--- src/rtl/pipe_stall_ctrl.sv ---
// rtl/pipe_stall_ctrl.sv - pipeline stall/bubble merge, registered flush, stall counter and watchdog
module pipe_stall_ctrl #(
    parameter int                  STAGES    = 6,
    parameter int                  NREQ      = 3,
    parameter logic [NREQ*8-1:0]   REQ_STAGE = {8'd3, 8'd2, 8'd1},
    parameter int                  TIMEOUT   = 1024
) (
    input  logic              clk,
    input  logic              rst,
    input  logic [NREQ-1:0]   stall_req,
    input  logic              flush_req,
    input  logic [31:0]       flush_pc,
    output logic [STAGES-1:0] stall,
    output logic [STAGES-1:0] bubble,
    output logic              flush,
    output logic [31:0]       new_pc,
    output logic [31:0]       stall_cnt,
    output logic              stall_timeout
);

    localparam logic [7:0]  LAST_STAGE = 8'(STAGES - 1);
    localparam logic [31:0] RUN_FIRE   = 32'(TIMEOUT - 1);

    logic        req_any;
    logic [7:0]  depth;
    logic [31:0] cnt_q;
    logic [15:0] run_q;

    function automatic logic [7:0] clamp_stage(input logic [7:0] s);
        if ({24'd0, s} >= 32'(STAGES)) begin
            return LAST_STAGE;
        end else begin
            return s;
        end
    endfunction

    // Deepest frozen stage across every active request.
    always_comb begin
        req_any = 1'b0;
        depth   = 8'd0;
        for (int i = 0; i < NREQ; i++) begin
            if (stall_req[i]) begin
                req_any = 1'b1;
                if (clamp_stage(REQ_STAGE[8*i +: 8]) > depth) begin
                    depth = clamp_stage(REQ_STAGE[8*i +: 8]);
                end
            end
        end
    end

    // A pending flush overrides every stall so the redirect is never held off.
    always_comb begin
        stall  = '0;
        bubble = '0;
        for (int k = 0; k < STAGES; k++) begin
            if (req_any && !flush) begin
                stall[k]  = (8'(k) <= depth);
                bubble[k] = (9'(k) == ({1'b0, depth} + 9'd1));
            end
        end
    end

    always_ff @(posedge clk or negedge rst) begin
        if (!rst) begin
            flush  <= 1'b0;
            new_pc <= 32'h0;
        end else begin
            flush <= flush_req;
            if (flush_req) begin
                new_pc <= flush_pc;
            end
        end
    end

    always_ff @(posedge clk or negedge rst) begin
        if (!rst) begin
            cnt_q <= 32'h0;
        end else if (stall[0] && !flush && (cnt_q != 32'hFFFF_FFFF)) begin
            cnt_q <= cnt_q + 32'd1;
        end
    end

    assign stall_cnt = cnt_q;

    always_ff @(posedge clk or negedge rst) begin
        if (!rst) begin
            run_q <= 16'h0;
        end else if (!stall[0]) begin
            run_q <= 16'h0;
        end else if (run_q != 16'hFFFF) begin
            run_q <= run_q + 16'd1;
        end
    end

    // Flush clears the flag and takes priority over a same-edge set.
    always_ff @(posedge clk or negedge rst) begin
        if (!rst) begin
            stall_timeout <= 1'b0;
        end else if (flush) begin
            stall_timeout <= 1'b0;
        end else if ((TIMEOUT != 0) && stall[0] && ({16'd0, run_q} == RUN_FIRE)) begin
            stall_timeout <= 1'b1;
        end
    end

endmodule
--- config.mk ---
export PLATFORM = sky130hd
export DESIGN_NAME = pipe_stall_ctrl
export DESIGN_NICKNAME = d
export VERILOG_FILES = /design/src/rtl/pipe_stall_ctrl.sv
export SDC_FILE = /design/constraint.sdc
export NUM_CORES = 1
export LEC_CHECK = 0
export BUFFER_PORTS_ARGS = -buffer_cell sky130_fd_sc_hd__buf_4
export CORE_AREA = 2 2 108 110
export DETAILED_ROUTE_END_ITERATION = 12
export DIE_AREA = 0 0 110 112
export GPL_TIMING_DRIVEN = 0
export PLACE_DENSITY_LB_ADDON = 0.3
export SETUP_SLACK_MARGIN = 0.5
export SYNTH_ARGS = -nofsm -noshare
export SYNTH_HDL_FRONTEND = slang
export SYNTH_SLANG_ARGS = --single-unit
--- constraint.sdc ---
create_clock -name clk -period 2 [get_ports clk]
set_clock_uncertainty 0.1 [all_clocks]
set_input_delay 0.3 -clock clk [delete_from_list [all_inputs] [get_ports clk]]
set_output_delay 0.3 -clock clk [all_outputs]
set_load 0.02 [all_outputs]
# --- Yosys cells after proc, flatten, opt, wreduce, memory -nomap -nowiden ---
# Cells that the tools add are included.
op_classes:
  add_sub_neg: 3
  order_cmp: 9
  n_eq_ne: 9
  mux: 28
  n_reduce_logical: 7
ops:
  columns: ["cell", "n"]
  rows:
  - ["8-bit 2-to-1 mux", 8]
  - ["32-bit by 1-bit adder with 32-bit output (second input constant)", 1]
  - ["16-bit 2-to-1 mux", 2]
  - ["32-bit != test (second input constant)", 1]
  - ["2-bit by 9-bit equality test with 1-bit output (first input constant)", 2]
  - ["3-bit by 9-bit equality test with 1-bit output (first input constant)", 2]
  - ["1-bit 2-to-1 mux", 18]
  - ["16-bit by 1-bit adder with 16-bit output (second input constant)", 1]
  - ["16-bit by 10-bit equality test with 1-bit output (second input constant)", 1]
  - ["8-bit > comparator", 2]
  - ["1-bit by 8-bit <= comparator with 1-bit output (first input constant)", 2]
  - ["2-bit by 8-bit <= comparator with 1-bit output (first input constant)", 2]
  - ["3-bit by 8-bit <= comparator with 1-bit output (first input constant)", 2]
  - ["16-bit != test (second input constant)", 1]
  - ["8-bit by 1-bit adder with 9-bit output (second input constant)", 1]
  - ["1-bit by 9-bit equality test with 1-bit output (first input constant)", 1]
  - ["9-bit zero test", 1]
  - ["8-bit by 1-bit > comparator with 1-bit output (second input constant)", 1]
  - ["1-bit logical AND", 4]
  - ["2-bit by 1-bit != test with 1-bit output (second input constant)", 1]
  - ["2-bit nonzero test", 1]
  - ["1-bit zero test", 1]
word_totals:
  register_bits: 82
  output_inout_bits: 78
  elab_cells: 61

# --- Depth between registers and ports, before layout ---
logic_depth:
  word_depth: 15
  depth_mapped: 7
  ltp_nobuf: 6

# --- Worst setup path after synthesis ---
# OpenSTA, ideal clock, no wires.
synth_timing:
  kind: "reg-to-reg"
  from: "register cnt_q[0], in the netlist stall_cnt[0]"
  to: "register cnt_q[8], in the netlist stall_cnt[8]"
  arrival_ns: 1.814
  slack_ns: -0.045
  path_stages_with_launch: 7
  n_path_buf: 0
  synth_period_minus_slack_ns: 2.045
  path_cell_list: "dfrtp_1 -> ha_1 -> inv_1 -> or4_1 -> a31oi_1 -> nand3_1 -> xnor2_1"
synth_via:
  elab_chain_cells: 2
synth_rtl:
  columns: ["item", "line", "rtl"]
  rows:
  - ["start: declaration", "26", "logic [31:0] cnt_q;"]
  - ["start signal: assignment", "79", "cnt_q <= cnt_q + 32'd1;"]
  - ["branches (longest 2 deep; another with 32-bit by 1-bit adder with 32-bit output)", null, null]
# Parallel ways; which one is timed is not known.
# A chain may end at the register's enable or synchronous reset.

# --- Worst setup path in the final report ---
layout_timing:
  from: "register flush"
  to: "output stall[1]"
layout_via:
  elab_chain_cells: 3
layout_rtl:
  columns: ["item", "line", "rtl"]
  rows:
  - ["start: declaration", "15", "output logic flush,"]
  - ["start signal: assignment", "68", "flush <= flush_req;"]
  - ["1-bit zero test", "56", "if (req_any && !flush) begin"]
  - ["1-bit logical AND", "56", null]
  - ["1-bit 2-to-1 mux", "56", null]
  - ["end: declaration", "13", "output logic [STAGES-1:0] stall,"]
# No other way between the ends.

==> summary.md <==
| Metric | Value |
|---|---|
| Initial antenna violation count | 0 |
| Total negative slack | 0 ns |
| Area of the die | around 0.012 mm2 |
| Max-Cap Viols | 0 |
| Most frequent cells in the layout | 191 x sky130_fd_sc_hd__buf_4, 55 x sky130_fd_sc_hd__dfrtp_1, 32 x sky130_fd_sc_hd__mux2_2 |
| Critical path required time | 1.60 ns |
| Total inserted antenna cells | 0 |
| Latest clock arrival within the worst-skew pair | 0.33 ns |
| Yosys synthesis warning count | 0 |
| Post-synthesis instance area | 0.00383 mm2 |
| Max Slew Vio Count | 0 |
| Cells after synthesis | 335 |
| Share of the yosys chip area belonging to registers | 53.5% |
| Total overflow reported by the global router | 0 |
| Count of flip-flops with a built-in enable after synthesis | 0 |
| Effective utilization at floorplan | 34.3% |
| Vias in the first global route | 3713 |
| Worst ir drop on vdd | 0.407 mV |
| Headroom to the max-slew limit | 30.1% |
| Largest net degree at the start of global routing | 83 |
| GR Util All Layers | a little under a fifth |
| Unrepaired setup endpoints after global routing | yes |
| Hold/Removal Path Class | input port to asynchronous set/reset pin |
| Achievable clock frequency | approximately 520 MHz |
| Leakage | 3.16 nW |
| Core outline area | approximately 0.011 mm2 |
| Relative contribution of sequential cells to total power | around two fifths |
| Crit. End Element | primary output |
| Standard-cell row count | 39 |
| Count of routing violations after the opening detailed-route iteration | about 170 |
| Final-stage net count | roughly 600 |
| Wire length after detailed routing | around 12000 um |
| Number of register bits inferred by synthesis | 82 |
| Area added between synthesis and finish | 76.3% |
| Design internal power | 0.00345 W |
| HPWL after detailed placement | 6560 um |
| Relative contribution of combinational cells to total power | 25.5% |
| Total clock buffers created by CTS | 9 |
| Routability cong. | 0.781 |
| Horizontal die dimension | 110 um |
| Share of flip-flops with an asynchronous set or reset after synthesis | 100% |
| Net Sw Frac | 29.1% |
| TritonCTS clock tree | done |
| Setup-failing EPs final | 0 |
| Clock slew at the register clock pins of the worst setup and hold paths | 0.06 ns |
| Clk buf depth | 2 |
| Average instance area after synthesis | ~11 um2 |
| Data arrival time at the worst-slack endpoint | 1.52 ns |
| Number of vias per cell | 5.10 |
| Leading cell type in the layout, fill and taps excluded | sky130_fd_sc_hd__buf_4 |
| Library cell used as clock root buffer | sky130_fd_sc_hd__clkbuf_16 |
| Filler cell count | 874 |
| NetSw | 0.00142 W |
| Number of vias in the routed layout | 3627 |
| Category of the critical setup timing path | flop to primary output |
| Distinct cell type count after synthesis | 43 |
| Min Clock Period, post-route | between 1.5 and 2 ns |
| Tightest Pin Transition | around 1.0 ns |
| Max FO, Critical Path | 4 |
| Final-report hold violation count | 0 |
| Clock H-tree levels | 3 |
| Post-route antenna net violation count | 0 |
| Detailed-route DRC error count | 0 |
| Iteration count of the initial detailed-routing pass | 4 |
| Most used flip-flop cell after synthesis | sky130_fd_sc_hd__dfrtp_1 |
| Chip Height | 112 um |
| Layout cells sized above 1 | 68.7% |
| IO Pins | between 100 and 150 |
| Period utilisation layout | 96.1% |
| Count of clock tree sinks | 82 |
| Routed len/inst | 16.9 um |
| Global-route wire length before repair | 18100 um |
| IO Port Bufs | 110 |
| Number of non-filler instances in the completed layout | 711 |
| Cell count after placement | 592 |
| Power density normalized to cell area | 721 mW/mm2 |
| Share of power burned in the clock network | 34.9% |
| Status | complete, no violations |
| Type of element launching the critical path | flop |
==> final timing paths <==
path | from | slack, ns | endpoint | depth (start not counted)
min | rst | 0.04 | stall_cnt[9] | 1
min reg2reg | new_pc[14] | 0.41 | new_pc[14] | 1
min in group clk | flush_pc[12] | 0.09 | new_pc[12] | 2
max in group asynchronous | rst | 1.00 | flush | 1
max | flush | 0.08 | stall[1] | 6
max reg2reg | stall_cnt[1] | 0.15 | stall_cnt[10] | 6
==> metal layers <==
metal  GRT usage [%]  part of all wire (%)  vias to the layer above
li1                -                     -                     1657
met1            22.2                    38                     1814
met2            32.5                    54                      124
met3            4.92                   5.0                       32
met4            6.16                   2.7                        0
met5               0                     0                        -
==> cells in the mapped netlist (7+ instances only) <==
library cell	count	area, um2
sky130_fd_sc_hd__nand4_1	18	113
sky130_fd_sc_hd__nand2_1	16	60.1
sky130_fd_sc_hd__nor2_1	24	90.1
sky130_fd_sc_hd__nand3_1	20	100
sky130_fd_sc_hd__mux2_2	34	383
sky130_fd_sc_hd__and3_1	14	87.6
sky130_fd_sc_hd__buf_4	7	52.6
sky130_fd_sc_hd__xnor2_1	21	184
sky130_fd_sc_hd__nor3_1	12	60.1
sky130_fd_sc_hd__a21oi_1	8	40.0
sky130_fd_sc_hd__dfrtp_1	82	2050
sky130_fd_sc_hd__xor2_1	16	140
==> timing repair <==
action                     4_1_cts  5_1_grt
setup buffers                   79       22
pin swaps                       49       59
hold endpoints to repair         1        0
cloned                           1        0
setup endpoints to repair       55       58
resized for setup               75       45
hold buffers                     1        0
==> state kept, by name, indices dropped and copies added (netlist names) <==
register,cells
stall_cnt,32
stall_timeout,1
run_q,16
flush,1
new_pc,32
==> stage by stage <==
stage               hold slack [ns]  setup WS (ns)  power [W]  utilization [%]  cell area (um2)
floorplan                   -0.0956          0.165    0.00249                -             4070
global placement              0.324         0.0110    0.00287             45.4             5070
detailed placement            0.324        0.00465    0.00290             45.4             5070
CTS                          0.0836         0.0632    0.00478             57.1             6380
global route                 0.0803         0.0294    0.00509             60.5             6760
finish                       0.0407         0.0780    0.00487             60.5             6760
==> cell families (layout without fill, tap and decap cells) <==
| family | Yosys count | count (layout) | share of synthesized area, % |
|---|---|---|---|
| and+or+nand+nor | 130 | 130 | 19.9 |
| other | 1 | 5 | 0.0978 |
| adders and majority gates | 2 | 2 | 0.653 |
| AOI/OAI and AO/OA | 24 | 24 | 3.95 |
| xor gates and xnor gates | 37 | 37 | 8.45 |
| muxes | 35 | 35 | 10.2 |
| buffers and inverters | 24 | 253 | 3.13 |
| DFF | 82 | 82 | 53.5 |
==> worst max-delay path, cell delays in order, from the launching register on <==
cell	delay, ns
sky130_fd_sc_hd__dfrtp_2	0.42
sky130_fd_sc_hd__clkbuf_16	0.15
sky130_fd_sc_hd__or2_4	0.23
sky130_fd_sc_hd__buf_8	0.14
sky130_fd_sc_hd__buf_8	0.12
sky130_fd_sc_hd__inv_4	0.04
sky130_fd_sc_hd__buf_6	0.10
==> power by group through the flow <==
stage                     combinational, W  sequential [W]  clock [W]
after floorplan                   0.000333         0.00215          0
final                              0.00124         0.00193    0.00170
after global routing               0.00132         0.00195    0.00182
after global placement            0.000862         0.00201          0
after detailed placement          0.000885         0.00201          0
after CTS                          0.00110         0.00194    0.00173
==> layout make-up <==
type	count	area, um2	share of cell area (%)
multi-input cells	233	2240	33.2
well taps	143	179	2.65
clock inverters	5	62.6	0.926
inverters	6	35.0	0.518
flip-flops and latches	82	2090	30.9
plain buffers	18	176	2.61
clock buffers	11	243	3.59
repair buffers	213	1730	25.7
Note: power is estimated with default switching activity, not from simulation.
